[config.mk]
export PLATFORM = sky130hd
export DESIGN_NAME = wb_sram_bridge_flat
export DESIGN_NICKNAME = d
export VERILOG_FILES = /design/src/rtl/wb_sram_bridge_if.sv /design/src/rtl/wb_sram_bridge.sv /design/src/flat_wrapper.sv
export SDC_FILE = /design/constraint.sdc
export NUM_CORES = 1
export LEC_CHECK = 0
export CAP_MARGIN = 30
export CORE_MARGIN = 2
export CORE_UTILIZATION = 28
export CTS_BUF_LIST = sky130_fd_sc_hd__clkbuf_4 sky130_fd_sc_hd__clkbuf_8
export CTS_CLUSTER_DIAMETER = 120
export CTS_CLUSTER_SIZE = 20
export DETAILED_ROUTE_END_ITERATION = 6
export GPL_TIMING_DRIVEN = 0
export PLACE_DENSITY = 0.65
export SYNTH_ARGS = -nofsm -noshare
export SYNTH_HDL_FRONTEND = slang
export SYNTH_SLANG_ARGS = --single-unit
[constraint.sdc]
create_clock -name clk_i -period 2.3 [get_ports clk_i]
set_input_delay 0.46 -clock clk_i [delete_from_list [all_inputs] [get_ports clk_i]]
set_output_delay 0.46 -clock clk_i [all_outputs]
set_load 0.02 [all_outputs]
[src/rtl/wb_sram_bridge_if.sv]
// Wishbone slave-side bus bundle between the core's master port and the SRAM bridge.
// Signal names follow the bridge's view (_i into the bridge, _o out of it).
interface wb_sram_bridge_if;
    logic [14:0] adr_i;
    logic        we_i;
    logic        cyc_i;
    logic        stb_i;
    logic [1:0]  sel_i;
    logic [15:0] dat_i;
    logic [15:0] dat_o;
    logic        ack_o;

    modport slave (
        input  adr_i,
        input  we_i,
        input  cyc_i,
        input  stb_i,
        input  sel_i,
        input  dat_i,
        output dat_o,
        output ack_o
    );

    modport master (
        output adr_i,
        output we_i,
        output cyc_i,
        output stb_i,
        output sel_i,
        output dat_i,
        input  dat_o,
        input  ack_o
    );
endinterface

[src/rtl/wb_sram_bridge.sv]
// Wishbone slave to asynchronous cellular-RAM bridge with programmable read/write wait states.
// Every output is registered; a request is only recognised in idle.
module wb_sram_bridge #(
    parameter int unsigned RD_WAIT = 4,
    parameter int unsigned WR_WAIT = 4,
    parameter int unsigned SRAM_AW = 23
) (
    input  logic               clk_i,
    input  logic               res_i,
    wb_sram_bridge_if.slave    wb,
    output logic [SRAM_AW-1:0] sram_adr_o,
    output logic [15:0]        sram_dq_o,
    output logic               sram_dq_oe,
    input  logic [15:0]        sram_dq_i,
    output logic               sram_ce_n,
    output logic               sram_oe_n,
    output logic               sram_we_n,
    output logic               sram_ub_n,
    output logic               sram_lb_n
);

    typedef enum logic [2:0] {StIdle, StAccess, StHold, StAck, StRecover} state_e;

    state_e      state_q, state_d;
    logic [3:0]  cnt_q, cnt_d;
    logic        wr_q, wr_d;
    logic [14:0] adr_q, adr_d;
    logic [15:0] wdat_q, wdat_d;
    logic [15:0] rdat_q, rdat_d;
    logic        ce_n_q, ce_n_d;
    logic        oe_n_q, oe_n_d;
    logic        we_n_q, we_n_d;
    logic        ub_n_q, ub_n_d;
    logic        lb_n_q, lb_n_d;
    logic        dq_oe_q, dq_oe_d;
    logic        ack_q, ack_d;
    logic        req;

    assign req = wb.cyc_i & wb.stb_i;

    always_comb begin
        state_d = state_q;
        cnt_d   = cnt_q;
        wr_d    = wr_q;
        adr_d   = adr_q;
        wdat_d  = wdat_q;
        rdat_d  = rdat_q;
        ce_n_d  = ce_n_q;
        oe_n_d  = oe_n_q;
        we_n_d  = we_n_q;
        ub_n_d  = ub_n_q;
        lb_n_d  = lb_n_q;
        dq_oe_d = dq_oe_q;
        ack_d   = 1'b0;

        unique case (state_q)
            StIdle: begin
                if (req) begin
                    if (wb.sel_i != 2'b00) begin
                        adr_d  = wb.adr_i;
                        wdat_d = wb.dat_i;
                        ub_n_d = ~wb.sel_i[1];
                        lb_n_d = ~wb.sel_i[0];
                        wr_d   = wb.we_i;
                        ce_n_d = 1'b0;
                        if (wb.we_i) begin
                            cnt_d   = 4'(WR_WAIT);
                            we_n_d  = 1'b0;
                            dq_oe_d = 1'b1;
                        end else begin
                            cnt_d  = 4'(RD_WAIT);
                            oe_n_d = 1'b0;
                        end
                        state_d = StAccess;
                    end else begin
                        // Null cycle: no byte lanes selected, acknowledge without touching RAM.
                        ack_d   = 1'b1;
                        state_d = StAck;
                    end
                end
            end
            StAccess: begin
                if (!wb.cyc_i) begin
                    ce_n_d  = 1'b1;
                    oe_n_d  = 1'b1;
                    we_n_d  = 1'b1;
                    state_d = wr_q ? StRecover : StIdle;
                end else begin
                    cnt_d = cnt_q - 4'd1;
                    if (cnt_q == 4'd1) begin
                        if (wr_q) begin
                            // Release we_n first so address/data stay valid past its rising edge.
                            we_n_d  = 1'b1;
                            state_d = StHold;
                        end else begin
                            rdat_d  = sram_dq_i;
                            ce_n_d  = 1'b1;
                            oe_n_d  = 1'b1;
                            ack_d   = 1'b1;
                            state_d = StAck;
                        end
                    end
                end
            end
            StHold: begin
                ce_n_d = 1'b1;
                if (!wb.cyc_i) begin
                    state_d = StRecover;
                end else begin
                    dq_oe_d = 1'b0;
                    ack_d   = 1'b1;
                    state_d = StAck;
                end
            end
            StRecover: begin
                dq_oe_d = 1'b0;
                state_d = StIdle;
            end
            StAck: begin
                state_d = StIdle;
            end
            default: begin
                state_d = StIdle;
            end
        endcase
    end

    always_ff @(posedge clk_i) begin
        if (res_i) begin
            state_q <= StIdle;
            cnt_q   <= 4'd0;
            wr_q    <= 1'b0;
            adr_q   <= 15'd0;
            wdat_q  <= 16'd0;
            rdat_q  <= 16'd0;
            ce_n_q  <= 1'b1;
            oe_n_q  <= 1'b1;
            we_n_q  <= 1'b1;
            ub_n_q  <= 1'b1;
            lb_n_q  <= 1'b1;
            dq_oe_q <= 1'b0;
            ack_q   <= 1'b0;
        end else begin
            state_q <= state_d;
            cnt_q   <= cnt_d;
            wr_q    <= wr_d;
            adr_q   <= adr_d;
            wdat_q  <= wdat_d;
            rdat_q  <= rdat_d;
            ce_n_q  <= ce_n_d;
            oe_n_q  <= oe_n_d;
            we_n_q  <= we_n_d;
            ub_n_q  <= ub_n_d;
            lb_n_q  <= lb_n_d;
            dq_oe_q <= dq_oe_d;
            ack_q   <= ack_d;
        end
    end

    assign wb.dat_o   = rdat_q;
    assign wb.ack_o   = ack_q;
    assign sram_adr_o = SRAM_AW'(adr_q);
    assign sram_dq_o  = wdat_q;
    assign sram_dq_oe = dq_oe_q;
    assign sram_ce_n  = ce_n_q;
    assign sram_oe_n  = oe_n_q;
    assign sram_we_n  = we_n_q;
    assign sram_ub_n  = ub_n_q;
    assign sram_lb_n  = lb_n_q;

endmodule

[src/flat_wrapper.sv]
// flat-port wrapper written by rule: the top's interface ports become plain ports
module wb_sram_bridge_flat 
#(
    parameter int unsigned RD_WAIT = 4,
    parameter int unsigned WR_WAIT = 4,
    parameter int unsigned SRAM_AW = 23
)
  (clk_i, res_i, sram_adr_o, sram_dq_o, sram_dq_oe, sram_dq_i, sram_ce_n, sram_oe_n, sram_we_n, sram_ub_n, sram_lb_n, wb_adr_i, wb_we_i, wb_cyc_i, wb_stb_i, wb_sel_i, wb_dat_i, wb_dat_o, wb_ack_o);
  wb_sram_bridge_if wb_i ();
  input  logic clk_i;
  input  logic res_i;
  output logic [SRAM_AW-1:0] sram_adr_o;
  output logic [15:0] sram_dq_o;
  output logic sram_dq_oe;
  input  logic [15:0] sram_dq_i;
  output logic sram_ce_n;
  output logic sram_oe_n;
  output logic sram_we_n;
  output logic sram_ub_n;
  output logic sram_lb_n;
  input wire logic [$bits(wb_i.adr_i)-1:0] wb_adr_i;
  input wire logic [$bits(wb_i.we_i)-1:0] wb_we_i;
  input wire logic [$bits(wb_i.cyc_i)-1:0] wb_cyc_i;
  input wire logic [$bits(wb_i.stb_i)-1:0] wb_stb_i;
  input wire logic [$bits(wb_i.sel_i)-1:0] wb_sel_i;
  input wire logic [$bits(wb_i.dat_i)-1:0] wb_dat_i;
  output wire logic [$bits(wb_i.dat_o)-1:0] wb_dat_o;
  output wire logic [$bits(wb_i.ack_o)-1:0] wb_ack_o;
  assign wb_i.adr_i = wb_adr_i;
  assign wb_i.we_i = wb_we_i;
  assign wb_i.cyc_i = wb_cyc_i;
  assign wb_i.stb_i = wb_stb_i;
  assign wb_i.sel_i = wb_sel_i;
  assign wb_i.dat_i = wb_dat_i;
  assign wb_dat_o = wb_i.dat_o;
  assign wb_ack_o = wb_i.ack_o;
  wb_sram_bridge #(.RD_WAIT(RD_WAIT), .WR_WAIT(WR_WAIT), .SRAM_AW(SRAM_AW)) u_core (.clk_i(clk_i), .res_i(res_i), .wb(wb_i), .sram_adr_o(sram_adr_o), .sram_dq_o(sram_dq_o), .sram_dq_oe(sram_dq_oe), .sram_dq_i(sram_dq_i), .sram_ce_n(sram_ce_n), .sram_oe_n(sram_oe_n), .sram_we_n(sram_we_n), .sram_ub_n(sram_ub_n), .sram_lb_n(sram_lb_n));
endmodule
==> impl_metrics.ini <==
[clocking]
clk_pin_slew_worst_paths_ns = 0.06
hold_buffers = 0
clock_sinks = 62
post_cts_buffers = 0
insertion_delay_ns = 0.32
htreeDepth = 3
clockBufferDepth = 2
cts_tree = done
clock-root-buffer = clkbuf_8
numCtsBuffers = 9
cts_resized = 0

[placement]
port-buffer-count = 107
postPlaceCellArea_um2 = 4040
place_congestion = 0.835
dp_hpwl_um = 6270

[power]
p_leak_nw = 1.51
vdd_drop_max_mv = 0.265
finalPower_mw = 2.69
power_density_nw_per_um2 = 629

[global_route]
grt_use_met2_pct = 26.8
antenna_found_initial = 0
busiest_layer = met2
grt_pass1_wl_um = 14100
grt_use_total_pct = 15.9
grt_max_degree = 11
use_met3_pct = 4.41
use_met1_pct = 19.7
grt_pass1_vias = 2860
grt_overflow = 0

[setup_path]
startpoint = wb_cyc_i
required_ns = 2.50
critPathKind = in -> reg
r2r-start = u_core.state_q[1]
start_kind = input port
worstPathArrival_ns = 2.35
end_kind = flop
crit_path_max_fanout = 10

[final_layout]
nNetsFinal = 491
ff_latch_area_um2 = 1240
fillers = 977
syn_to_final_growth_pct = 54.1
multiInputGateArea_um2 = 1330
n_antenna_cell = 0
final_area_um2 = 4280
drive_gt1_share_pct = 9.09

[floorplanning]
row_count = 36
io-pin-count = 116
dieArea_um2 = 10700
start_util_pct = 28.7
die_x_um = 104
die_h_um = 104
core_um2 = 9680

[synthesis]
netlist_instances = 310
async_reset_ff_share_pct = 0
synthTopCellsByCount = dfxtp_1 (62), a21oi_1 (37), nand2_1 (34)
synth_area_leader_cell = dfxtp_1
synth_edf_count = 0
synth_area_per_cell_um2 = 8.95
yosysWarningCount = 0
synth_flop_cell = dfxtp_1
synth_area_leaders = dfxtp_1 (45%), o31ai_1 (8.9%), nand4_1 (7.2%), a21oi_1 (6.7%), mux2i_1 (5.8%)
ys_types = 48
syn_area_um2 = 2780
yosysSeqAreaShare_pct = 44.7
synth_most_common_cell = dfxtp_1
synth_top_cell_area_share_pct = 44.7
ys_ff_latch = 62

[sta]
fin_crit_sh_pct = 93.1
tightest_slew_ns = 0.683
finalHoldViolCount = 0
period_minus_slack_ns = 2.14
slew_violations = 0
setup_viol = 0
fmax_ghz = 0.467
slew_headroom_pct = 54.2
clock_skew_ns = 0.0103
rsz0062_at_grt = false

[detailed_routing]
drc = 0
post_drt_wl_per_cell_um = 14.8
vias = 2822
drt_iter0_drc = 138
wirelength_um = 8490
dr.pass1.iters = 4
avgViaCountPerCell = 4.92
ant_nets = 0

[hold_path]
min_path_type = reg -> reg
min-delay-start = u_core.wb.dat_o[0]

[outcome]
outcome = completed

[flow_run]
drv_cap = 0
cell usage in the layout (no fill, tap or decap), types with 3 or more instances in the layout:
| cell type | n |
|---|---|
| buf_2 | 9 |
| clkbuf_8 | 12 |
| clkdlybuf4s50_1 | 107 |
| or3_1 | 3 |
| mux2i_1 | 16 |
| a21oi_1 | 37 |
| dfxtp_1 | 62 |
| o31ai_1 | 33 |
| a211o_1 | 3 |
| inv_1 | 4 |
| conb_1 | 8 |
| nand3_1 | 3 |
| nor2_1 | 4 |
| nand4_1 | 32 |
| nand2_1 | 34 |
| clkbuf_1 | 21 |
| buf_4 | 9 |
routing by layer:
metal,part of all wire [%],up-vias
li1,-,1381
met1,45,1338
met2,49,97
met3,5.3,6
met4,0.90,0
met5,0,-
layout make-up:
type,count,share of cell area [%]
Clock inverter,3,1.52
Sequential cell,62,29.0
Clock buffer,13,4.04
Tap cell,133,3.89
Timing Repair Buffer,107,25.0
Buffer,41,4.83
Inverter,6,0.527
Multi-Input combinational cell,208,31.1
flip-flops by register name (all words and copies together), names as in the netlist:
signal             count
u_core.sram_dq_o      16
u_core.wb.dat_o       16
u_core.adr_q          15
u_core.cnt_q           4
u_core.state_q         3
u_core.sram_ce_n       1
u_core.sram_dq_oe      1
u_core.sram_lb_n       1
u_core.sram_oe_n       1
u_core.sram_ub_n       1
u_core.sram_we_n       1
u_core.wb.ack_o        1
u_core.wr_q            1
per-stage QoR:
step | hold slack (ns) | util, % | setup WS, ns | TNS (ns) | cells
after global placement | 0.442 | 41.7 | -0.155 | -0.740 | 557
after CTS | 0.458 | 44.2 | 0.155 | 0 | 573
after floorplan | 0.451 | - | 0.674 | 0 | 317
final | 0.455 | 44.2 | 0.159 | 0 | 573
after detailed placement | 0.448 | 41.7 | -0.212 | -1.72 | 557
after global routing | 0.467 | 44.2 | 0.0814 | 0 | 573
critical path: stages:
cell and delay, ns:
clkdlybuf4s50_1 0.48, buf_4 0.17, nor3b_2 0.51, nand3_1 0.36, o311a_1 0.37
logic make-up (layout without fill, tap and decap cells):
logic type / Yosys count / after routing / share of synthesized area [%]
AND/OR/NAND/NOR: 93 / 93 / 19.1
AO/OA/AOI/OAI: 88 / 88 / 20.8
flip-flops: 62 / 62 / 44.7
buffers and inverters: 47 / 170 / 8.25
multiplexers: 16 / 16 / 5.77
adder cells (fa/ha/maj): 2 / 2 / 0.902
other: 1 / 8 / 0.135
XOR/XNOR: 1 / 1 / 0.316
power breakdown:
| group | internal, mW | switching, mW | total, mW |
|---|---|---|---|
| Sequential | 1.11 | 0.0244 | 1.14 |
| Clock | 0.711 | 0.411 | 1.12 |
| Combinational | 0.206 | 0.228 | 0.434 |
path summary, 6_finish.rpt:
path              slack [ns]  depth (start not counted)                 end
setup / recovery        0.16                          5    u_core.sram_oe_n
setup reg to reg        0.47                          4    u_core.sram_oe_n
hold / removal          0.45                          2  u_core.wb.dat_o[0]
hold reg to reg         0.45                          2  u_core.wb.dat_o[0]
Note: power is estimated with default switching activity, not from simulation.
